**config.mk**
```make
export PLATFORM = sky130hd
export DESIGN_NAME = st_seq
export DESIGN_NICKNAME = d
export VERILOG_FILES = /design/src/rtl/st_seq_pkg.sv /design/src/rtl/st_seq_merge.sv /design/src/rtl/st_seq.sv
export SDC_FILE = /design/constraint.sdc
export NUM_CORES = 1
export LEC_CHECK = 0
export ABC_CLOCK_PERIOD_IN_PS = 7200
export BUFFER_PORTS_ARGS = -buffer_cell sky130_fd_sc_hd__buf_2
export CAP_MARGIN = 40
export CORE_UTILIZATION = 40
export CTS_CLUSTER_DIAMETER = 30
export CTS_CLUSTER_SIZE = 12
export DETAILED_ROUTE_END_ITERATION = 16
export SLEW_MARGIN = 20
export SYNTH_ARGS = -nofsm -noshare
export SYNTH_HDL_FRONTEND = slang
export SYNTH_HIERARCHICAL = 1
export SYNTH_SLANG_ARGS = --single-unit
```
**constraint.sdc**
```tcl
create_clock -name clk -period 7.2 [get_ports clk]
set_clock_uncertainty 0.2 [all_clocks]
set_input_delay 0 -clock clk [delete_from_list [all_inputs] [get_ports clk]]
set_output_delay 0 -clock clk [all_outputs]
set_load 0.01 [all_outputs]
```
**src/rtl/st_seq_pkg.sv**
```systemverilog
// Shared types and constants for the MIX ST store sequencer.
// Holds the state encoding, word geometry and the field-legality check.
package st_seq_pkg;

    localparam int MIX_ADDR_W = 12;
    localparam int MIX_WORD_W = 31;
    localparam int BYTE_W     = 6;
    localparam int N_BYTES    = 5;

    typedef enum logic [2:0] {
        S_IDLE  = 3'd0,
        S_READ  = 3'd1,
        S_LATCH = 3'd2,
        S_MERGE = 3'd3,
        S_WRITE = 3'd4,
        S_DONE  = 3'd5
    } st_state_t;

    // F = 8L+R is legal when L <= R <= 5; (0:0) selects the sign alone.
    function automatic logic field_legal(input logic [5:0] f);
        return (f[5:3] <= f[2:0]) && (f[2:0] <= 3'd5);
    endfunction

endpackage

```
**src/rtl/st_seq_merge.sv**
```systemverilog
// ST field-merge unit: replaces bytes L..R of a memory word with the low bytes of a register.
// Ports: clk, rst_n, i_start, i_data (memory word), i_in (register), i_field, o_stop, o_out.
module st_seq_merge
    import st_seq_pkg::*;
#(
    parameter int WORD_W = MIX_WORD_W
) (
    input  logic              clk,
    input  logic              rst_n,
    input  logic              i_start,
    input  logic [WORD_W-1:0] i_data,
    input  logic [WORD_W-1:0] i_in,
    input  logic [5:0]        i_field,
    output logic              o_stop,
    output logic [WORD_W-1:0] o_out
);

    logic r_stop;

    // Register bytes are right-aligned so the source for byte R is reg byte 5;
    // shifting left by (5-R) bytes lines every source byte up with its target.
    function automatic logic [WORD_W-1:0] merge_word(
        input logic [WORD_W-1:0] data,
        input logic [WORD_W-1:0] in,
        input logic [2:0]        l,
        input logic [2:0]        r
    );
        logic [WORD_W-1:0] res;
        logic [WORD_W-2:0] sh;
        res = data;
        sh  = in[WORD_W-2:0] << (BYTE_W * (N_BYTES - int'(r)));
        if (l == 3'd0) begin
            res[WORD_W-1] = in[WORD_W-1];
        end
        for (int k = 1; k <= N_BYTES; k++) begin
            if (k >= int'(l) && k <= int'(r)) begin
                res[BYTE_W*(N_BYTES-k) +: BYTE_W] = sh[BYTE_W*(N_BYTES-k) +: BYTE_W];
            end
        end
        return res;
    endfunction

    assign o_out  = merge_word(i_data, i_in, i_field[5:3], i_field[2:0]);
    assign o_stop = r_stop;

    always_ff @(posedge clk or negedge rst_n) begin
        if (!rst_n) begin
            r_stop <= 1'b0;
        end else begin
            r_stop <= i_start;
        end
    end

endmodule

```
**src/rtl/st_seq.sv**
```systemverilog
// MIX ST store sequencer: read-modify-write of one memory word under a field spec.
// Ports: start/addr/reg_in/field request, busy/stop/err status, mem_* memory port.
module st_seq
    import st_seq_pkg::*;
#(
    parameter int ADDR_W = MIX_ADDR_W,
    parameter int WORD_W = MIX_WORD_W
) (
    input  logic              clk,
    input  logic              rst_n,
    input  logic              start,
    input  logic [ADDR_W-1:0] addr,
    input  logic [WORD_W-1:0] reg_in,
    input  logic [5:0]        field,
    output logic              busy,
    output logic              stop,
    output logic              err,
    output logic [ADDR_W-1:0] mem_addr,
    output logic              mem_re,
    input  logic [WORD_W-1:0] mem_rdata,
    output logic              mem_we,
    output logic [WORD_W-1:0] mem_wdata
);

    st_state_t         r_state;
    logic [ADDR_W-1:0] r_addr;
    logic [WORD_W-1:0] r_in;
    logic [5:0]        r_field;
    logic              r_illegal;
    logic [WORD_W-1:0] r_word;
    logic [WORD_W-1:0] r_wdata;
    logic              r_busy;
    logic              r_stop;
    logic              r_err;
    logic              r_re;
    logic              r_we;

    logic              w_mstart;
    logic              w_mstop;
    logic [WORD_W-1:0] w_mout;

    assign w_mstart = (r_state == S_LATCH);

    st_seq_merge #(
        .WORD_W (WORD_W)
    ) u_merge (
        .clk     (clk),
        .rst_n   (rst_n),
        .i_start (w_mstart),
        .i_data  (r_word),
        .i_in    (r_in),
        .i_field (r_field),
        .o_stop  (w_mstop),
        .o_out   (w_mout)
    );

    assign busy      = r_busy;
    assign stop      = r_stop;
    assign err       = r_err;
    assign mem_addr  = r_addr;
    assign mem_re    = r_re;
    assign mem_we    = r_we;
    assign mem_wdata = r_wdata;

    // Strobes are set on the edge entering their state, so each output
    // is high exactly for the one cycle spent in that state.
    always_ff @(posedge clk or negedge rst_n) begin
        if (!rst_n) begin
            r_state   <= S_IDLE;
            r_addr    <= '0;
            r_in      <= '0;
            r_field   <= '0;
            r_illegal <= 1'b0;
            r_word    <= '0;
            r_wdata   <= '0;
            r_busy    <= 1'b0;
            r_stop    <= 1'b0;
            r_err     <= 1'b0;
            r_re      <= 1'b0;
            r_we      <= 1'b0;
        end else begin
            r_re   <= 1'b0;
            r_we   <= 1'b0;
            r_stop <= 1'b0;
            r_err  <= 1'b0;
            unique case (r_state)
                S_IDLE: begin
                    if (start) begin
                        r_addr  <= addr;
                        r_in    <= reg_in;
                        r_field <= field;
                        r_busy  <= 1'b1;
                        if (field_legal(field)) begin
                            r_illegal <= 1'b0;
                            r_re      <= 1'b1;
                            r_state   <= S_READ;
                        end else begin
                            r_illegal <= 1'b1;
                            r_stop    <= 1'b1;
                            r_err     <= 1'b1;
                            r_state   <= S_DONE;
                        end
                    end
                end
                S_READ: begin
                    r_state <= S_LATCH;
                end
                S_LATCH: begin
                    r_word  <= mem_rdata;
                    r_state <= S_MERGE;
                end
                S_MERGE: begin
                    if (w_mstop) begin
                        r_wdata <= w_mout;
                        r_we    <= 1'b1;
                        r_state <= S_WRITE;
                    end
                end
                S_WRITE: begin
                    r_stop  <= 1'b1;
                    r_err   <= r_illegal;
                    r_state <= S_DONE;
                end
                S_DONE: begin
                    r_busy  <= 1'b0;
                    r_state <= S_IDLE;
                end
                default: begin
                    r_busy  <= 1'b0;
                    r_state <= S_IDLE;
                end
            endcase
        end
    end

endmodule

```
### Word level (Yosys, flattened, before mapping)

Cells that the tools add are included.

* $lt $le $gt $ge: 12
* reduce and logical (&&, ||, !) cells: 13
* $add $sub $neg: 1
* multiply operators: 1
* shifts and indexed selects: 1
* bitwise gates (word level): 1
* eq/ne operators: 6
* mux-type cells: 21

Operator list (count)
* multiplier 3 x 32 -> 31 bit, first input constant: 1
* left shift 30 x 32 -> 30 bit: 1
* two-way mux 6 bit: 5
* one-hot mux 3 bit (5 select lines): 1
* two-way mux 1 bit: 9
* two-way mux 3 bit: 3
* AND reduction 2 bit: 4
* equality test 3 x 2 -> 1 bit, second input constant: 2
* >= comparator 2 x 3 -> 1 bit, first input constant: 2
* >= comparator 3 bit, first input constant: 2
* less-or-equal comparator 2 x 3 -> 1 bit, first input constant: 2
* less-or-equal comparator 3 bit, first input constant: 2
* logical AND 1 bit: 6
* zero test 3 bit: 2
* one-hot mux 1 bit (2 select lines): 3
* OR reduction 4 bit: 1
* subtractor 3 x 3 -> 4 bit, first input constant: 1
* equality test 3 x 1 -> 1 bit, second input constant: 1
* equality test 3 bit, second input constant: 1
* >= comparator 1 x 3 -> 1 bit, first input constant: 1
* less-or-equal comparator 1 x 3 -> 1 bit, first input constant: 1
* less-or-equal comparator 3 bit: 1
* less-or-equal comparator 3 bit, second input constant: 1
* inequality test 2 x 1 -> 1 bit, second input constant: 1
* 2 further kinds: 2

* output and inout port bits: 48
* flip-flop bits (word level): 121
* logic and storage cells: 69
* input port bits: 83

### Longest topological paths before layout

* depth in word-level cells: 5
* gate-level depth with buffers: 14
* mapped depth without buffers: 10

### Cells and area by module

Netlist, hierarchy kept.

Modules (own cells, without submodules)
* st_seq: times used 1, sequential area each 3002.9 um2, cells an instance 282, area an instance 4704.5 um2
* st_seq_merge: times used 1, sequential area each 25.0 um2, cells an instance 264, area an instance 2145.8 um2

### Worst setup path before layout

OpenSTA, ideal clock, no wires.

* path type: reg-to-reg
* from: reg r_field[0]
* to: reg r_wdata[29] (netlist: mem_wdata[29])
* library setup time: 125 ps
* required time: 6875 ps
* cell stages (with the launch flop): 13
* period minus slack after synthesis: 3251 ps
* data arrival time: 2926 ps
* path slack: 3949 ps
* buffers on the path: 5
* cell sequence: dfrtp_1 -> buf_6 -> buf_8 -> buf_6 -> clkinv_1 -> ha_1 -> ha_1 -> buf_4 -> clkbuf_1 -> mux4_2 -> o2bb2ai_1 -> a221o_1 -> mux2_4

* longest elaborated chain between the ends: 4
* elaborated cells on any way between the ends: 6
* classes of those cells: 1 x add/sub; 1 x mul; 1 x order compare; 1 x shift; 1 x mux; 1 x reduce/logical

RTL lines
* from (decl): line st_seq.sv:28 `logic [5:0] r_field;`
* from (signal assigned): line st_seq.sv:91 `r_field <= field;`
* subtractor 3 x 3 -> 4 bit: line st_seq_merge.sv:31 `sh = in[WORD_W-2:0] << (BYTE_W * (N_BYTES - int'(r)));`
* multiplier 3 x 32 -> 31 bit: line st_seq_merge.sv:31
* left shift 30 x 32 -> 30 bit: line st_seq_merge.sv:31
* two-way mux 6 bit (*): line st_seq_merge.sv:36 `if (k >= int'(l) && k <= int'(r)) begin`
* named net w_mout[29]: line st_seq.sv:40 `logic [WORD_W-1:0] w_mout;`
* to (signal assigned): line st_seq.sv:114 `r_wdata <= w_mout;`
* to (decl): line st_seq.sv:31 `logic [WORD_W-1:0] r_wdata;`

Mark *: on every way through the listed nets, which the timed path passes. The rest lies on a longest branch.
A chain may end at the register's enable or synchronous reset.

### Worst setup path after layout

* from: reg r_field[1]
* to: reg r_wdata[27] (netlist: mem_wdata[27])

The elaborated chain is that of the path after synthesis.

==> run summary <==
Status - finished, final reports clean
Final WL - 19490 um
Startpoint types - flip-flop
Post-CTS Resized - 0
Critical Path Fanout Max - 34
Hold Vio Cnt, Final - 0
CTS tree - done
Post-route DRC - 0
TritonCTS Buffers - 17
Beginning of the worst hold path - addr[6]
CP arrival - 3.76 ns
Synth top area cells - dfrtp_1 44%, mux2_2 11%, mux2_4 6.4%
CTS Sinks - 121
First-pass GRT wire length - 31320 um
Gp weighted congestion - 0.9017
Total global-route track usage - 23.12%
Flop2flop setup slack - 3.54 ns
Post-DP HPWL - 13750 um
Drt first-iter violations - 464
IO Pins - 131
N_diodes - 0
GR Overflow Total - 0
Mapped cell area - 6850 um2
Syn_area_per_cell - 12.55 um2
Root Buffer - clkbuf_16
Vias - 5364
Worst-margin pin slew - 0.6941 ns
FMAX - 273.1 MHz
Setup crit start - r_field[1]
Post-Syn Instances - 546
Kind of end point of the critical path - flip-flop
Max capacitance violation total - 0
Most common library cells after synthesis - 121 x dfrtp_1, 65 x mux2_2, 32 x nand2_1
CTS clock-pin slew for the worst setup and hold paths - 0.06 ns
Synth area leader - dfrtp_1
Number of register bits inferred by synthesis - 121
H-tree Lvls - 4
WL/cell - 19.81 um
Final worst setup slack - 3.539 ns
Final period utilization - 50.85%
Die footprint - 17650 um2
Critical R2R Launch - r_field[1]
# setup viols final - 0
Pwr Density - 583.8 nW/um2
Critical Setup Path Class - flip-flop to flip-flop
Yosys top cell area share - 44.20%
TNS Setup - 0 ns
Hold WC Path Type - input port to flip-flop
Post-synth ARST share - 100.0%
Relative slew margins - 53.73%
Die Ht - 132.9 um
CTS max path bufs - 2
Worst ir drop on vdd - 0.2693 mV
Sequential area share after synthesis - 44.20%
Drt first pass iters - 5
Most frequent cell after synthesis - dfrtp_1
FILL cells - 1405
Cell variety after synth - 66
Vias in the first global route - 5419
Core Region - 16640 um2
Final instance area - 9044 um2
Nets@finish - 846
Final min period - 3.661 ns
Drt via density - 5.451
Port bufs - 130
Post-DP Area - 7592 um2
Cell row count - 47
RSZ-0062 raised after global routing - false
Ys flop type - dfrtp_1
Initial core utilization - 41.16%
Routed Antenna Nets - 0
CP required - 7.30 ns
Leakage - 0.004119 uW
Pre-CTS setup slack - 3.632 ns
Synth Warn # - 6
Share of cells above drive strength 1 - 37.83%
Antenna violations before repair - 0
Synth Net Count - 641
Max-slew violations - 0
Largest net degree at the start of global routing - 69
EDFF count, synth - 0
Worst skew pair latency - 0.42 ns
Die Width - 132.9 um
Area grow syn2layout - 32.02%
## sequential cells by signal, summed over array words and instances (netlist names)
name / flops
r_state: 3
u_merge/o_stop: 1
r_illegal: 1
mem_we: 1
err: 1
r_field: 6
r_in: 31
r_word: 31
mem_wdata: 31
mem_re: 1
stop: 1
busy: 1
mem_addr: 12
## worst max-delay path: stages (launching register included)
cell	delay, ns
dfrtp_1	0.50
inv_1	0.13
ha_1	0.34
xnor2_1	0.14
ha_1	0.28
buf_4	0.37
mux4_2	0.60
a22oi_1	0.35
a2111o_1	0.23
o21ai_1	0.10
mux2_4	0.27
## stage by stage
stage | util (%) | hold slack (ns) | std cells | total power [uW]
2_1_floorplan | - | -0.4956 | 546 | 3526
3_3_place_gp | 45.45 | -0.1329 | 865 | 4383
3_5_place_dp | 45.62 | -0.1261 | 867 | 4376
4_1_cts | 54.18 | 0.1086 | 983 | 5256
5_1_grt | 54.34 | 0.1313 | 984 | 5591
6_report | 54.34 | 0.1293 | 984 | 5280
## layer usage
layer | vias up | track usage, % | share of wire [%]
met1 | 2677 | 32.33 | 46
li1 | 2470 | - | -
met2 | 196 | 35.89 | 47
met5 | - | 0 | 0
met3 | 21 | 4.789 | 6.1
met4 | 0 | 7.216 | 1.4
## where the power goes
group          internal, uW  switching, uW  total, uW
Combinational          1400           1730       3130
Clock                   509            310        819
Sequential             1020            315       1330
Total                  2930           2350       5280
## final cells by class
type	instances	area [um2]	share of cell area (%)
multi-input combinational	374	3513	38.85
sequential	121	3029	33.49
timing repair buffer	222	1604	17.74
clock buffer	21	440.4	4.870
tap	220	275.3	3.044
clock inverter	11	125.1	1.384
inverter	15	56.30	0.6226
## timing repair
action / in CTS / in global routing
hold endpoints to repair: 140 / 0
hold buffers: 84 / 0
buffers inserted: 0 / 0
## kinds of logic after synthesis
| group | synth area share, % |
|---|---|
| multiplexers | 30.25 |
| flip-flops | 44.20 |
| AND/OR/NAND/NOR | 8.055 |
| AO/OA/AOI/OAI | 10.28 |
| buffers and inverters | 4.639 |
| adder cells (fa/ha/maj) | 2.192 |
| XOR/XNOR | 0.3836 |
## worst paths after layout
path                       cells past startpoint       endpoint
max                                           10  mem_wdata[27]
min                                            3    mem_addr[6]
max reg2reg                                   10  mem_wdata[27]
min reg2reg                                    1    mem_addr[6]
max in group asynchronous                      5  mem_wdata[18]
min in group asynchronous                      3  mem_wdata[14]
## cells in the final DEF, fill, tap and decap left out, types with 4 or more instances in the layout
| cell type | count |
|---|---|
| o21ai_0 | 15 |
| nor2_1 | 16 |
| mux4_2 | 18 |
| nand2_1 | 32 |
| dfrtp_1 | 120 |
| dlygate4sd3_1 | 83 |
| mux2_4 | 29 |
| a32o_1 | 4 |
| a22oi_1 | 5 |
| nor3_1 | 8 |
| and3_1 | 5 |
| nand3_1 | 10 |
| ha_1 | 12 |
| a21oi_1 | 8 |
| clkbuf_1 | 4 |
| o2bb2ai_1 | 5 |
| a211oi_1 | 4 |
| mux2_2 | 65 |
| buf_4 | 7 |
| a22o_1 | 4 |
| nand2b_1 | 5 |
| mux2_1 | 31 |
| nor2b_1 | 7 |
| clkbuf_16 | 17 |
| a221oi_1 | 4 |
| clkinv_4 | 4 |
| a32oi_1 | 4 |
| buf_2 | 129 |
| inv_1 | 13 |
| o31ai_1 | 7 |
| o211ai_1 | 5 |
| mux2i_1 | 15 |
No activity file was read; power rests on OpenSTA's default activity.
